===== src/rtl/lsu_xbar.sv =====
`default_nettype none
// ============================================================================
// Module   : lsu_xbar
// Purpose  : Load/store front-end between the execute stage and two memory
//            back-ends (D-cache controller and uncached device bus). Accepts
//            one CPU request at a time, decodes the target region, aligns
//            address/data/strobes to an XLEN-wide beat, issues the access to
//            the selected back-end, then extracts and extends load data and
//            returns a response with an error flag.
//
// Ports    : clk, rst                 - clock, synchronous active-high reset
//            req_*                    - CPU request (valid/ready handshake)
//            resp_*                   - CPU response (valid/ready handshake)
//            mem_req_* / mem_resp_*   - D-cache controller request/response
//            dev_req_* / dev_resp_*   - device bus request/response
//
// Options  : LSU_MISALIGN_CHECK_EN - when defined, halfword/word/doubleword
//            accesses not aligned to their size are rejected with resp_err
//            and never reach a back-end. When undefined, such accesses are
//            issued and any bytes falling outside the beat are dropped.
//
// Revision : 1.0 - initial release
// ============================================================================
module lsu_xbar #(
    parameter int                XLEN     = 64,
    parameter int                ADDR_W   = 32,
    parameter logic [ADDR_W-1:0] DEV_BASE = 32'hA000_0000,
    parameter logic [ADDR_W-1:0] DEV_MASK = 32'hF000_0000
) (
    input  logic                clk,
    input  logic                rst,

    input  logic                req_valid,
    output logic                req_ready,
    input  logic                req_we,
    input  logic [2:0]          req_funct3,
    input  logic [ADDR_W-1:0]   req_addr,
    input  logic [XLEN-1:0]     req_wdata,

    output logic                resp_valid,
    input  logic                resp_ready,
    output logic [XLEN-1:0]     resp_rdata,
    output logic                resp_err,

    output logic                mem_req_valid,
    input  logic                mem_req_ready,
    output logic                mem_req_we,
    output logic [ADDR_W-1:0]   mem_req_addr,
    output logic [XLEN-1:0]     mem_req_wdata,
    output logic [XLEN/8-1:0]   mem_req_wstrb,
    input  logic                mem_resp_valid,
    output logic                mem_resp_ready,
    input  logic [XLEN-1:0]     mem_resp_rdata,
    input  logic                mem_resp_err,

    output logic                dev_req_valid,
    input  logic                dev_req_ready,
    output logic                dev_req_we,
    output logic [ADDR_W-1:0]   dev_req_addr,
    output logic [XLEN-1:0]     dev_req_wdata,
    output logic [XLEN/8-1:0]   dev_req_wstrb,
    input  logic                dev_resp_valid,
    output logic                dev_resp_ready,
    input  logic [XLEN-1:0]     dev_resp_rdata,
    input  logic                dev_resp_err
);

    localparam int                c_NB         = XLEN / 8;
    localparam int                c_OFFW       = $clog2(c_NB);
    localparam logic [ADDR_W-1:0] c_BEAT_MASK  = ~ADDR_W'(c_NB - 1);

    localparam logic [1:0]        c_ST_IDLE    = 2'd0;
    localparam logic [1:0]        c_ST_ISSUE   = 2'd1;
    localparam logic [1:0]        c_ST_WAIT    = 2'd2;
    localparam logic [1:0]        c_ST_RESP    = 2'd3;

    logic [1:0]          r_state;
    logic                r_we;
    logic [2:0]          r_funct3;
    logic [c_OFFW-1:0]   r_off;
    logic                r_dev;

    // ------------------------------------------------------------------
    // Request-side decode, evaluated on the incoming request in IDLE
    // ------------------------------------------------------------------
    logic [c_OFFW-1:0]   w_off;
    logic [1:0]          w_size;
    logic                w_is_dev;
    logic                w_illegal_f3;
    logic                w_misalign;
    logic                w_legal;
    logic [ADDR_W-1:0]   w_beat_addr;
    logic [c_NB-1:0]     w_strb_base;
    logic [c_NB-1:0]     w_wstrb;
    logic [XLEN-1:0]     w_wdata;

    assign w_off       = req_addr[c_OFFW-1:0];
    assign w_size      = req_funct3[1:0];
    assign w_is_dev    = (req_addr & DEV_MASK) == DEV_BASE;
    assign w_beat_addr = req_addr & c_BEAT_MASK;

    // Stores only have SB/SH/SW/SD (funct3[2]==0); loads have everything
    // except 111. A 32-bit datapath has no doubleword or LWU.
    always_comb begin
        w_illegal_f3 = 1'b0;
        if (req_we) begin
            w_illegal_f3 = req_funct3[2] | ((XLEN == 32) && (req_funct3 == 3'b011));
        end else begin
            w_illegal_f3 = (req_funct3 == 3'b111) |
                           ((XLEN == 32) && ((req_funct3 == 3'b011) || (req_funct3 == 3'b110)));
        end
    end

`ifdef LSU_MISALIGN_CHECK_EN
    logic [2:0] w_align_mask;
    always_comb begin
        w_align_mask = 3'b000;
        case (w_size)
            2'd1:    w_align_mask = 3'b001;
            2'd2:    w_align_mask = 3'b011;
            2'd3:    w_align_mask = 3'b111;
            default: w_align_mask = 3'b000;
        endcase
        w_misalign = |(req_addr[2:0] & w_align_mask);
    end
`else
    assign w_misalign = 1'b0;
`endif

    assign w_legal = ~w_illegal_f3 & ~w_misalign;

    // Base strobe has (1 << size) low bits set; shifting within c_NB bits
    // drops any lanes past the end of the beat.
    always_comb begin
        w_strb_base = '0;
        for (int i = 0; i < c_NB; i++) begin
            w_strb_base[i] = (i < (1 << w_size));
        end
    end

    assign w_wstrb = req_we ? (w_strb_base << w_off) : '0;
    assign w_wdata = req_we ? (req_wdata << {w_off, 3'b000}) : '0;

    // ------------------------------------------------------------------
    // Response-side selection and load extraction
    // ------------------------------------------------------------------
    logic              w_sel_req_ready;
    logic              w_sel_resp_valid;
    logic              w_sel_resp_err;
    logic [XLEN-1:0]   w_sel_resp_rdata;
    logic [XLEN-1:0]   w_shifted;
    logic [XLEN-1:0]   w_load_data;
    logic              w_msb;
    int                w_nbits;

    assign w_sel_req_ready  = r_dev ? dev_req_ready  : mem_req_ready;
    assign w_sel_resp_valid = r_dev ? dev_resp_valid : mem_resp_valid;
    assign w_sel_resp_err   = r_dev ? dev_resp_err   : mem_resp_err;
    assign w_sel_resp_rdata = r_dev ? dev_resp_rdata : mem_resp_rdata;
    assign w_shifted        = w_sel_resp_rdata >> {r_off, 3'b000};

    // Bits below the access width pass through; bits above take the access
    // MSB for signed loads (funct3[2]==0) and zero for unsigned loads.
    always_comb begin
        w_nbits     = 8 << r_funct3[1:0];
        w_msb       = 1'b0;
        w_load_data = '0;
        for (int i = 0; i < XLEN; i++) begin
            if (i == w_nbits - 1) begin
                w_msb = w_shifted[i];
            end
        end
        for (int i = 0; i < XLEN; i++) begin
            w_load_data[i] = (i < w_nbits) ? w_shifted[i] : (~r_funct3[2] & w_msb);
        end
    end

    // ------------------------------------------------------------------
    // Control FSM; every output is registered
    // ------------------------------------------------------------------
    always_ff @(posedge clk) begin
        if (rst) begin
            r_state        <= c_ST_IDLE;
            r_we           <= 1'b0;
            r_funct3       <= 3'b000;
            r_off          <= '0;
            r_dev          <= 1'b0;
            req_ready      <= 1'b1;
            resp_valid     <= 1'b0;
            resp_rdata     <= '0;
            resp_err       <= 1'b0;
            mem_req_valid  <= 1'b0;
            mem_req_we     <= 1'b0;
            mem_req_addr   <= '0;
            mem_req_wdata  <= '0;
            mem_req_wstrb  <= '0;
            mem_resp_ready <= 1'b0;
            dev_req_valid  <= 1'b0;
            dev_req_we     <= 1'b0;
            dev_req_addr   <= '0;
            dev_req_wdata  <= '0;
            dev_req_wstrb  <= '0;
            dev_resp_ready <= 1'b0;
        end else begin
            case (r_state)
                c_ST_IDLE: begin
                    if (req_valid) begin
                        req_ready <= 1'b0;
                        r_we      <= req_we;
                        r_funct3  <= req_funct3;
                        r_off     <= w_off;
                        r_dev     <= w_is_dev;
                        if (w_legal) begin
                            if (w_is_dev) begin
                                dev_req_valid <= 1'b1;
                                dev_req_we    <= req_we;
                                dev_req_addr  <= w_beat_addr;
                                dev_req_wdata <= w_wdata;
                                dev_req_wstrb <= w_wstrb;
                            end else begin
                                mem_req_valid <= 1'b1;
                                mem_req_we    <= req_we;
                                mem_req_addr  <= w_beat_addr;
                                mem_req_wdata <= w_wdata;
                                mem_req_wstrb <= w_wstrb;
                            end
                            r_state <= c_ST_ISSUE;
                        end else begin
                            // Rejected without touching either back-end.
                            resp_valid <= 1'b1;
                            resp_err   <= 1'b1;
                            resp_rdata <= '0;
                            r_state    <= c_ST_RESP;
                        end
                    end
                end

                c_ST_ISSUE: begin
                    if (w_sel_req_ready) begin
                        mem_req_valid  <= 1'b0;
                        mem_req_we     <= 1'b0;
                        mem_req_addr   <= '0;
                        mem_req_wdata  <= '0;
                        mem_req_wstrb  <= '0;
                        dev_req_valid  <= 1'b0;
                        dev_req_we     <= 1'b0;
                        dev_req_addr   <= '0;
                        dev_req_wdata  <= '0;
                        dev_req_wstrb  <= '0;
                        mem_resp_ready <= ~r_dev;
                        dev_resp_ready <= r_dev;
                        r_state        <= c_ST_WAIT;
                    end
                end

                c_ST_WAIT: begin
                    if (w_sel_resp_valid) begin
                        mem_resp_ready <= 1'b0;
                        dev_resp_ready <= 1'b0;
                        resp_valid     <= 1'b1;
                        resp_err       <= w_sel_resp_err;
                        resp_rdata     <= (w_sel_resp_err | r_we) ? '0 : w_load_data;
                        r_state        <= c_ST_RESP;
                    end
                end

                c_ST_RESP: begin
                    if (resp_ready) begin
                        resp_valid <= 1'b0;
                        resp_err   <= 1'b0;
                        resp_rdata <= '0;
                        req_ready  <= 1'b1;
                        r_state    <= c_ST_IDLE;
                    end
                end

                default: begin
                    req_ready <= 1'b1;
                    r_state   <= c_ST_IDLE;
                end
            endcase
        end
    end

endmodule
`default_nettype wire


===== config.mk =====
export PLATFORM = sky130hd
export DESIGN_NAME = lsu_xbar
export DESIGN_NICKNAME = d
export VERILOG_FILES = /design/src/rtl/lsu_xbar.sv
export SDC_FILE = /design/constraint.sdc
export NUM_CORES = 1
export LEC_CHECK = 0
export CAP_MARGIN = 20
export CORE_AREA = 2 2 203 205
export CTS_BUF_LIST = sky130_fd_sc_hd__clkbuf_4 sky130_fd_sc_hd__clkbuf_8
export CTS_CLUSTER_SIZE = 10
export DETAILED_ROUTE_END_ITERATION = 16
export DIE_AREA = 0 0 205 207
export DONT_BUFFER_PORTS = 1
export PLACE_DENSITY = 0.52
export SETUP_SLACK_MARGIN = 0.1
export SYNTH_ARGS = -nofsm -noshare
export SYNTH_HDL_FRONTEND = slang
export SYNTH_SLANG_ARGS = --single-unit

===== constraint.sdc =====
create_clock -name clk -period 3.2 [get_ports clk]
set_input_delay 0.64 -clock clk [delete_from_list [all_inputs] [get_ports clk]]
set_output_delay 0.64 -clock clk [all_outputs]
set_load 0.02 [all_outputs]

# Word-level counts from Yosys, hierarchy flattened
# Index checks and enable logic that the tools add are counted.
[word_totals]
ff_bits = 291
input_bits = 238
out_inout_bits = 281
word_cells = 398
[classes]
addsub = 1
n_lt_le_gt_ge = 72
eq_ne = 76
shift = 5
mux = 206
bitwise = 4
reduce_logical = 13
[op_table]
columns = ["operator", "n"]
rows = [
  ["$eq A7 B32 Y1 const A", 32],
  ["$lt A7 B32 Y1 const A", 32],
  ["$mux W64", 14],
  ["$eq A6 B32 Y1 const A", 16],
  ["$lt A6 B32 Y1 const A", 16],
  ["$eq A5 B32 Y1 const A", 8],
  ["$lt A4 B32 Y1 const A", 8],
  ["$lt A5 B32 Y1 const A", 8],
  ["$pmux W64 S2", 2],
  ["$mux W32", 7],
  ["$pmux W64 S3", 1],
  ["$mux W1", 155],
  ["$eq A4 B32 Y1 const A", 4],
  ["$lt A3 B32 Y1 const A", 4],
  ["$pmux W32 S2", 2],
  ["$eq A3 B32 Y1 const A", 2],
  ["$lt A1 B32 Y1 const A", 2],
  ["$lt A2 B32 Y1 const A", 2],
  ["$mux W8", 8],
  ["$shl A64 B6 Y64", 1],
  ["$shr A64 B6 Y64", 1],
  ["$eq A2 B32 Y1 const A", 1],
  ["$logic_not A32 Y1", 1],
  ["$pmux W8 S2", 2],
  ["other kinds (23)", 48],
]

# Logic depth before layout (Yosys ltp)
# Gate-level depths: netlist (run 1).
[depth]
ltp_word = 72
mapped_depth = 11
ltp_nobuf = 9

# Worst setup path before layout (run 1)
# OpenSTA, ideal clock, no wires.
[synth_path]
kind = "input -> register"
start = "input port dev_resp_rdata[23]"
end = "register resp_rdata[21]"
setup_ns = 0.117
arrival_time_ns = 2.296
t_required_ns = 3.083
slack_ns = 0.787
cell_stages = 7
path_buffers = 1
path_cell_list = "mux4_1 > a22o_1 > a31oi_1 > nor3_1 > o31a_4 > buf_6 > a22o_1"
[synth_between]
elab_chain_cells = 64
[synth_lines]
columns = ["item", "line_no", "text"]
rows = [
  ["start, declared", "64", "input logic [XLEN-1:0] dev_resp_rdata,"],
  ["$mux W64 (*)", "159", "assign w_sel_resp_rdata = r_dev ? dev_resp_rdata : mem_resp_rdata;"],
  ["$shr A64 B6 Y64 (*)", "160", "assign w_shifted = w_sel_resp_rdata >> {r_off, 3'b000};"],
  ["$mux W1 (56 in series)", "169", "if (i == w_nbits - 1) begin"],
  ["$mux W1 (*)", "169", ""],
  ["$and A1 B1 Y1 (*)", "174", "w_load_data[i] = (i < w_nbits) ? w_shifted[i] : (~r_funct3[2] & w_msb);"],
  ["$mux W1 (*)", "174", ""],
  ["$mux W64 (*)", "262", "resp_rdata <= (w_sel_resp_err | r_we) ? '0 : w_load_data;"],
  ["$mux W64 (*)", "257", "if (w_sel_resp_valid) begin"],
  ["$pmux W64 S3 (*)", "205", "case (r_state)"],
  ["end signal, assigned", "262", ""],
  ["end, declared", "42", "output logic [XLEN-1:0] resp_rdata,"],
]
# Every way passes the cells marked *; elsewhere a longest branch is shown, timed or not. The select of a mux whose other input is x is not followed.
# A chain may end at the register's enable or synchronous reset.

# Worst setup path after layout (run 1)
[layout_path]
start = "register r_state[0]"
end = "register resp_rdata[35]"
[layout_between]
elab_chain_cells = 3
elab_cells_between_ends = 10
classes_between = "eq/ne: 6; mux: 1; reduce/logical: 3"
[layout_lines]
columns = ["item", "line_no", "text"]
rows = [
  ["start, declared", "77", "logic [1:0] r_state;"],
  ["start signal, assigned", "183", "r_state <= c_ST_IDLE;"],
  ["start signal, assigned", "227", "r_state <= c_ST_ISSUE;"],
  ["start signal, assigned", "233", "r_state <= c_ST_RESP;"],
  ["$eq A2 B2 Y1 or $logic_not A2 Y1 (tied branches)", "205", ""],
  ["$ne A2 B2 Y1 (no source line) or $reduce_bool A3 Y1 (tied branches)", "n/a", ""],
  ["$reduce_and A5 Y1 (no source line)", "n/a", ""],
]
# Parallel ways exist; a longest one is shown, timed or not.

==> results of run 1 <==
==> metal layers <==
metal,wire length [um],global-route usage [%]
met3,5380,8.72
met5,0,0
met1,20000,26.9
met4,2900,12.9
met2,27700,44.0
==> registers in the layout (all words and copies together) (netlist names) <==
name and count:
dev_req_addr 29, dev_req_valid 1, dev_req_wdata 64, dev_req_we 1, dev_req_wstrb 8, dev_resp_ready 1
mem_req_addr 29, mem_req_valid 1, mem_req_wdata 64, mem_req_we 1, mem_req_wstrb 8, mem_resp_ready 1
r_dev 1, r_funct3 3, r_off 3, r_state 2, r_we 1, req_ready 1
resp_err 1, resp_rdata 64, resp_valid 1
==> Yosys cell counts, drive strengths merged, types with 10 or more instances <==
cell    count
a211oi     27
a21oi     231
a22o       17
and2       17
buf        63
clkbuf    102
dfxtp     285
inv        18
mux2       44
mux2i     104
mux4       55
nand2     461
nand3      25
nor2      126
nor2b      36
nor3       10
o21ai      60
o22a       10
==> critical path: stages (launching register included) <==
cell and delay [ns]:
dfxtp_1 0.33, inv_1 0.11, ha_1 0.30, nand2b_1 0.10, o21ai_0 0.10, a2111o_1 0.35
nor2b_4 0.70, buf_4 0.46, nand2_1 0.11, o21ai_2 0.07
==> kinds of logic after synthesis <==
logic type,after synthesis,share of synthesized area [%]
AND/OR/NAND/NOR,701,19.5
AO/OA/AOI/OAI,418,17.7
flip-flops,285,38.1
multiplexers,203,18.6
buffers and inverters,184,5.43
adder cells (fa/ha/maj),6,0.502
other,2,0.0502
XOR/XNOR,1,0.0585
==> final cells by class <==
cell class                 instances  area, sq um  share of cell area [%]
timing repair buffer              30          325                    1.98
clock buffer                      82         1030                    6.27
sequential                       285         5710                    34.8
multi-input combinational       1336         8520                    51.9
tap                              532          666                    4.06
inverter                          19         71.3                   0.435
clock inverter                    10         78.8                   0.481
==> where the power goes <==
group,switching (uW),internal (uW),total (uW)
clock,1610,2050,3660
sequential,856,3960,4820
combinational,2310,1140,3450
total,4780,7150,11900
==> metrics by stage <==
step / total power [uW] / worst slack (ns) / std cells / util (%)
5_1_grt: 12600 / 0.143 / 2294 / 40.6
4_1_cts: 12100 / 0.477 / 2294 / 40.6
3_3_place_gp: 8320 / 0.497 / 2202 / 37.9
6_report: 11900 / 0.460 / 2294 / 40.6
2_1_floorplan: 7290 / 0.787 / 1805 / -
3_5_place_dp: 8360 / 0.469 / 2202 / 37.9
==> worst max path at each step <==
stage | startpoint | end | depth (start not counted)
finish | r_state[0] | resp_rdata[35] | 9
global route | r_state[1] | resp_rdata[43] | 9
CTS | r_state[0] | resp_rdata[39] | 9
detailed placement | dev_resp_valid | resp_rdata[39] | 7
global placement | dev_resp_valid | resp_rdata[62] | 7
floorplan | dev_resp_rdata[23] | resp_rdata[21] | 7
==> flow_summary.rst, run 1 <==
.. list-table::
   :header-rows: 1

   * - Metric
     - Value
   * - Main area contributors after synthesis
     - dfxtp_1 (38%), nand2_1 (12%), mux4_2 (8.0%)
   * - Number of fill cells
     - between 4000 and 5000
   * - Most common flop cell mapped by yosys
     - dfxtp_1
   * - Hold path start
     - rst
   * - HPWL Detailed
     - 41000 um
   * - Internal reg-to-reg setup slack
     - approximately 0.46 ns
   * - Congestion Overflow GR
     - 0
   * - Required arrival time at the worst endpoint
     - about 3.8 ns
   * - Final Hold Viols
     - 0
   * - Normalized max-slew margin
     - 33.5%
   * - Smallest hold slack
     - about 0.11 ns
   * - MaxCap Viol Count
     - 0
   * - Library cell occupying the most area in the post-synthesis netlist
     - dfxtp_1
   * - Clock tree from TritonCTS
     - yes
   * - Die width
     - 205 um
   * - Layout cells sized above 1
     - around 15%
   * - Critical register-to-register path startpoint
     - r_state[0]
   * - Latest clock arrival within the worst-skew pair
     - 0.64 ns
   * - Instance count of the mapped netlist
     - between 1500 and 2000
   * - Via density per instance
     - around 5.6
   * - Power density of the placed cells
     - slightly above 700 nW/um^2
   * - Arrival time of the worst setup path
     - between 3 and 4 ns
   * - Number of gates resized after cts
     - 0
   * - IO Count
     - just over 500
   * - Sequential cell area fraction in the yosys report
     - between 30% and 40%
   * - Largest buffer count on any clock path
     - 3
   * - Kind of end point of the critical path
     - flop
   * - Cell depth of the worst flop-to-flop path
     - 9
   * - Die height
     - slightly above 200 um
   * - Hold endpoint
     - dev_req_addr[30]
   * - Slew @ Worst Pin
     - about 1 ns
   * - Fraction of the cycle the final worst path needs
     - 85.6%
   * - Fraction of registers with async set/reset
     - 0%
   * - Warning count from the yosys run
     - 0
   * - Number of antenna cells inserted
     - 0
   * - Total clock buffers created by CTS
     - 52
   * - Cell area after synthesis
     - ~15000 sq um
   * - Kind of critical path
     - reg2reg
   * - Critical register-to-register path endpoint
     - resp_rdata[35]
   * - Gp weighted congestion
     - 0.897
   * - Synth Register Bits
     - approximately 290
   * - Vias in the first global route
     - between 10000 and 15000
   * - Area grow syn2layout
     - 9.55%
   * - Most used cells in the layout excluding fill and tap cells
     - nand2_1 (461), dfxtp_1 (283), a21oi_1 (230)
   * - Share of the synthesized area in the top cell type
     - between 30% and 40%
   * - Leak
     - about 0.006 uW
   * - H-tree levels
     - 2
   * - Leading cell type in the layout, fill and taps excluded
     - nand2_1
   * - Overall routed net length
     - around 56000 um
   * - Number of clock sinks seen by CTS
     - 285
   * - Core ar.
     - just over 40000 sq um
   * - Final critical delay including setup and external delays
     - between 2 and 3 ns
   * - Routed wire per std cell
     - about 24 um
   * - Avg Synthesized Cell Area
     - just over 8 sq um
   * - Post-CTS Setup Bufs
     - 0
   * - Max Clock Skew
     - roughly 0.028 ns
   * - Peak clock frequency supported by timing
     - roughly 0.36 GHz
   * - Largest fanout of any net on the critical path
     - 34
   * - Final TNS setup
     - 0 ns
   * - Number of enable flip-flop cells after synthesis
     - 0
   * - Hold Path Stages
     - 1
   * - Full die area
     - approximately 42000 sq um
   * - CP startpoint kind
     - flop
   * - Peak ir drop on the vdd network
     - roughly 0.00043 V
   * - Post-route cell area
     - 16400 sq um
   * - Yosys cell types
     - 65
   * - Wire length of the first global-routing pass
     - around 82000 um
   * - Type of the tightest min-delay check
     - in2reg
   * - DRT antenna net count
     - 0
   * - Largest net degree at the start of global routing
     - 226
   * - Antenna violations before repair
     - 0
   * - All-Layer GR Usage
     - around a quarter
   * - # hold bufs at CTS
     - 0
   * - CTS root buf
     - clkbuf_8
   * - Starting density of the core
     - a little under two fifths
   * - Clock slew at reported path FFs
     - around 0.060 ns
   * - Outcome
     - completed
   * - # rows
     - between 70 and 80
   * - Final count of pins violating max slew
     - 0
   * - Total iterations of the first detailed-routing run
     - 5
   * - Setup repair after global routing missed its margin
     - no
   * - Placement Cell Area
     - ~15000 sq um
   * - DRC errors left
     - 0
   * - Number of nets in the layout
     - 1968
   * - Buffers on Ports
     - 0
   * - DRC violation total after the first TritonRoute iteration
     - around 800
   * - Via count
     - roughly 13000
   * - Setup violations, final
     - 0
(Power assumes the default switching activity.)
==> run 2, diff against run 1 <==
Settings changed: CELL_PAD_IN_SITES_DETAIL_PLACEMENT set to 2, CELL_PAD_IN_SITES_GLOBAL_PLACEMENT set to 2, CORE_AREA 2 2 203 205 to not set, CORE_MARGIN set to 2, CORE_UTILIZATION set to 37, DIE_AREA 0 0 205 207 to not set, PLACE_DENSITY 0.52 to 0.83.
==> flow_summary.rst, run 2 (synthesized netlist as in run 1, its figures left out) <==
.. list-table::
   :header-rows: 1

   * - Metric
     - Value
   * - Outcome
     - completed
   * - MaxCap Viol Count
     - 0
   * - Area of the multi-input gates
     - about 8500 sq um
   * - Clock tree from TritonCTS
     - yes
   * - Leak
     - 0.00602 uW
   * - Number of nets in the layout
     - a little under 2000
   * - Final TNS setup
     - 0 ns
   * - Slowest stage cell on the critical path
     - a2111oi_1
   * - # hold bufs at CTS
     - 0
   * - DRC violation total after the first TritonRoute iteration
     - around 930
   * - Gp weighted congestion
     - a little over 0.9
   * - Final Hold Viols
     - 0
   * - Peak ir drop on the vdd network
     - between 0.0003 and 0.0004 V
   * - Type of the tightest min-delay check
     - in2reg
   * - IO Count
     - around 520
   * - Buffering stage count on the worst path with inverters included
     - 1
   * - Core ar.
     - around 40000 sq um
   * - Kind of critical path
     - reg2reg
   * - Leading cell type in the layout, fill and taps excluded
     - nand2_1
   * - Buffers on Ports
     - 0
   * - Post-route cell area
     - ~17000 sq um
   * - Via density per instance
     - 6.05
   * - H-tree levels
     - 2
   * - Total iterations of the first detailed-routing run
     - 5
   * - Max Clock Skew
     - about 0.023 ns
   * - DRC errors left
     - 0
   * - Total clock buffers created by CTS
     - 52
   * - All-Layer GR Usage
     - 30.7%
   * - Kind of end point of the critical path
     - flop
   * - Layout cells sized above 1
     - 15.9%
   * - Fraction of the cycle the final worst path needs
     - between 80% and 90%
   * - Registers with the highest flip-flop counts
     - dev_req_wdata x64, mem_req_wdata x64, resp_rdata x64
   * - Clock slew at reported path FFs
     - 0.06 ns
   * - Setup ws final
     - 0.380 ns
   * - # rows
     - 73
   * - Slew @ Worst Pin
     - between 0.8 and 0.9 ns
   * - Wire length of the first global-routing pass
     - 96800 um
   * - Non-filler instance count after layout
     - between 2000 and 2500
   * - Number of clock sinks seen by CTS
     - approximately 290
   * - Full die area
     - around 42000 sq um
   * - Most used cells in the layout excluding fill and tap cells
     - nand2_1 (461), dfxtp_1 (283), a21oi_1 (230)
   * - Antenna violations before repair
     - 8
   * - Placement Cell Area
     - approximately 15000 sq um
   * - Placed cells
     - about 2200
   * - Final critical delay including setup and external delays
     - 2.82 ns
   * - Latest clock arrival within the worst-skew pair
     - around 0.63 ns
   * - Area grow syn2layout
     - 10.4%
   * - Power density of the placed cells
     - between 700 and 800 nW/um^2
   * - Routed wire per std cell
     - roughly 29 um
   * - Overall routed net length
     - about 67000 um
   * - Die height
     - approximately 210 um
   * - Number of fill cells
     - around 4400
   * - Arrival time of the worst setup path
     - 3.33 ns
   * - Congestion Overflow GR
     - 0
   * - Cell-by-cell listing of the critical path
     - buf_12, mux4_2, a2111oi_1, o41ai_1, a311oi_1, o31ai_1
   * - Final count of pins violating max slew
     - 0
   * - Vias in the first global route
     - 15110
   * - Die width
     - between 200 and 250 um
   * - Required arrival time at the worst endpoint
     - 3.71 ns
   * - Peak clock frequency supported by timing
     - 0.355 GHz
   * - Starting density of the core
     - 37.6%
   * - Largest buffer count on any clock path
     - 3
   * - Maximum single-stage delay on the critical path
     - ~0.70 ns
   * - HPWL Detailed
     - ~47000 um
   * - Largest net degree at the start of global routing
     - about 230
   * - Minimum setup slack after placement
     - 0.270 ns
   * - Setup repair after global routing missed its margin
     - no
   * - CTS root buf
     - clkbuf_8
   * - Cell family with most CP delay
     - compound AO/OA/AOI/OAI gates
   * - CP startpoint kind
     - flop
   * - Fraction of the core area covered by cells at the end of the flow
     - between 40% and 50%
   * - DRT antenna net count
     - 0
   * - Via count
     - about 14000
   * - Normalized max-slew margin
     - between 40 and 50%
   * - Setup violations, final
     - 0
   * - Register area
     - between 5000 and 6000 sq um
   * - Largest fanout of any net on the critical path
     - 65
run 2: cell types whose count changed in the layout (fill, tap and decap cells not counted), moves of 2 or more:
cell and delta:
bufinv_16 +2, clkbuf_4 +2, buf_4 +13, inv_8 -2
diode_2 +9, clkbuf_8 -2
run 2: power breakdown:
part | switching (uW) | internal, uW | total [uW]
combinational | 2560 | 1210 | 3770
clock | 1640 | 2170 | 3810
sequential | 880 | 3960 | 4840
run 2: final cells by class:
cell class | count | share of cell area (%)
repair buffers | 44 | 2.58
diodes | 9 | 0.136
clock buffers | 82 | 6.15
clock inverters | 9 | 0.613
inverters | 19 | 0.431
flip-flops and latches | 285 | 34.5
multi-input cells | 1337 | 51.6
well taps | 525 | 3.97
run 2: worst register-to-register path, cell delays in order (launching register included):
cell and delay [ns]:
dfxtp_4 0.45, buf_12 0.35, mux4_2 0.61, a2111oi_1 0.70
o41ai_1 0.15, a311oi_1 0.32, o31ai_1 0.12
run 2: timing repair:
item	CTS	global route
endpoints found under the setup margin	0	21
buffers inserted	0	2
resized for setup	0	1
run 2: final timing paths:
path | from | end | slack [ns] | cells past startpoint
max | r_dev | resp_rdata[1] | 0.38 | 6
max reg2reg | r_dev | resp_rdata[1] | 0.38 | 6
min reg2reg | r_we | r_we | 0.47 | 2
min | rst | r_dev | 0.08 | 1
run 2: metrics by stage:
stage | hold WS [ns] | power [uW]
after CTS | 0.0373 | 12400
after detailed placement | 0.463 | 8540
after global placement | 0.458 | 8360
final | 0.0787 | 12400
after floorplan | 0.431 | 7290
after global routing | 0.0511 | 13000
run 2: metal layers:
metal  vias up  track usage [%]  routed length (um)
met5         -                0                  18
met4         2             13.7                3220
met3       178             12.3                6930
met2       607             55.3               33800
met1      7061             31.0               23100
li1       6117                -                   -
==> run 3, diff against run 2 <==
Settings changed: RECOVER_POWER set to 50.
==> flow_summary.rst, run 3 (synthesized netlist as in run 1, its figures left out) <==
.. list-table::
   :header-rows: 1

   * - Metric
     - Value
   * - Fraction of the cycle the final worst path needs
     - between 80% and 90%
   * - CTS root buf
     - clkbuf_8
   * - Minimum setup slack after placement
     - about 0.27 ns
   * - Switching power as a share of total power
     - about two fifths
   * - Via density per instance
     - about 6
   * - Normalized max-slew margin
     - 45.5%
   * - Max Clock Skew
     - ~0.023 ns
   * - Peak clock frequency supported by timing
     - approximately 0.35 GHz
   * - Total clock buffers created by CTS
     - 52
   * - Total iterations of the first detailed-routing run
     - 4
   * - DRT antenna net count
     - 0
   * - Setup violations, final
     - 0
   * - Portion of total power attributed to the clock network
     - between 30% and 40%
   * - Largest net degree at the start of global routing
     - 226
   * - Gp weighted congestion
     - 0.929
   * - Slowest stage cell on the critical path
     - a2111oi_1
   * - Leak
     - around 0.0060 uW
   * - Cell family with most CP delay
     - compound AO/OA/AOI/OAI gates
   * - Area of the multi-input gates
     - approximately 8500 sq um
   * - Number of nets in the layout
     - between 1500 and 2000
   * - CP startpoint kind
     - flop
   * - Full die area
     - 42100 sq um
   * - Die height
     - 205 um
   * - Internal Dissipation
     - 7330 uW
   * - IO Count
     - between 500 and 600
   * - Buffering stage count on the worst path with inverters included
     - 1
   * - Setup repair after global routing missed its margin
     - no
   * - DRC errors left
     - 0
   * - # rows
     - 73
   * - Largest buffer count on any clock path
     - 3
   * - Buffers on Ports
     - 0
   * - Largest fanout of any net on the critical path
     - 65
   * - HPWL Detailed
     - approximately 47000 um
   * - Switching power
     - between 5000 and 6000 uW
   * - Latest clock arrival within the worst-skew pair
     - ~0.63 ns
   * - Area grow syn2layout
     - 10.4%
   * - Clock slew at reported path FFs
     - around 0.06 ns
   * - Kind of critical path
     - reg2reg
   * - Register area
     - 5710 sq um
   * - Required arrival time at the worst endpoint
     - 3.71 ns
   * - Non-filler instance count after layout
     - 2310
   * - Outcome
     - completed
   * - Power density of the placed cells
     - around 750 nW/um^2
   * - H-tree levels
     - 2
   * - Cell-by-cell listing of the critical path
     - buf_12, mux4_2, a2111oi_1, o41ai_1, a311oi_1, o31ai_1
   * - Peak ir drop on the vdd network
     - around 0.00033 V
   * - Vias in the first global route
     - about 15000
   * - Final count of pins violating max slew
     - 0
   * - All-Layer GR Usage
     - between 30% and 40%
   * - Placed cells
     - around 2200
   * - Number of clock sinks seen by CTS
     - 285
   * - DRC violation total after the first TritonRoute iteration
     - approximately 930
   * - MaxCap Viol Count
     - 0
   * - Via count
     - 13961
   * - Type of the tightest min-delay check
     - in2reg
   * - Most used cells in the layout excluding fill and tap cells
     - nand2_1 (461), dfxtp_1 (283), a21oi_1 (230)
   * - Kind of end point of the critical path
     - flop
   * - Post-route cell area
     - approximately 17000 sq um
   * - Number of fill cells
     - roughly 4400
   * - Registers with the highest flip-flop counts
     - dev_req_wdata x64, mem_req_wdata x64, resp_rdata x64
   * - Final critical delay including setup and external delays
     - ~2.8 ns
   * - # hold bufs at CTS
     - 0
   * - Core ar.
     - ~40000 sq um
   * - Final Hold Viols
     - 0
   * - Routed wire per std cell
     - approximately 29 um
   * - Maximum single-stage delay on the critical path
     - 0.70 ns
   * - Setup ws final
     - between 0.3 and 0.4 ns
   * - Relative contribution of sequential cells to total power
     - about two fifths
   * - Wire length of the first global-routing pass
     - between 90000 and 100000 um
   * - Layout cells sized above 1
     - 15.9%
   * - Antenna violations before repair
     - 8
   * - Leading cell type in the layout, fill and taps excluded
     - nand2_1
   * - Power after layout
     - approximately 12000 uW
   * - Congestion Overflow GR
     - 0
   * - Placement Cell Area
     - 15300 sq um
   * - Slew @ Worst Pin
     - between 0.8 and 0.9 ns
   * - Share of total power in combinational logic
     - a little under a third
   * - Arrival time of the worst setup path
     - roughly 3.3 ns
   * - Clock tree from TritonCTS
     - yes
   * - Starting density of the core
     - 37.6%
   * - Overall routed net length
     - 67000 um
   * - Die width
     - a little over 200 um
-- run 3: final timing paths --
| check | cells past startpoint | to | from | slack (ns) |
|---|---|---|---|---|
| max reg2reg | 6 | resp_rdata[1] | r_dev | 0.38 |
| min | 1 | r_dev | rst | 0.08 |
| min reg2reg | 2 | r_we | r_we | 0.47 |
| max | 6 | resp_rdata[1] | r_dev | 0.38 |
-- run 3: routing by layer --
layer  track usage [%]  vias up  share of wire [%]
li1                  -     6116                  -
met1              31.0     7041                 34
met2              55.3      617                 50
met3              12.3      185                 10
met4              13.7        2                4.9
met5                 0        -              0.027
-- run 3: area by class of cell --
type,count,area share [%]
timing repair buffer,44,2.58
clock buffer,82,6.15
sequential,285,34.5
clock inverter,9,0.613
antenna,9,0.136
inverter,19,0.431
tap,525,3.97
multi-input combinational,1337,51.6
-- run 3: timing repair --
action / 4_1_cts / 5_1_grt
resized for setup: 0 / 1
hold endpoints to repair: 0 / 0
setup buffers: 0 / 2
setup endpoints to repair: 0 / 21
-- run 3: per-stage QoR --
step | hold WS [ns] | utilization [%] | TNS, ns
floorplan | 0.431 | - | 0
detailed placement | 0.463 | 38.5 | 0
CTS | 0.0373 | 41.3 | 0
global placement | 0.458 | 38.5 | -0.102
finish | 0.0788 | 41.5 | 0
global route | 0.0511 | 41.5 | 0
-- run 3: power by group through the flow --
stage / clock network, uW / registers (uW) / logic [uW]
2_1_floorplan: 0 / 4690 / 2600
3_3_place_gp: 0 / 4890 / 3470
3_5_place_dp: 0 / 4910 / 3620
4_1_cts: 3880 / 4850 / 3690
5_1_grt: 4030 / 4880 / 4090
6_report: 3810 / 4840 / 3770
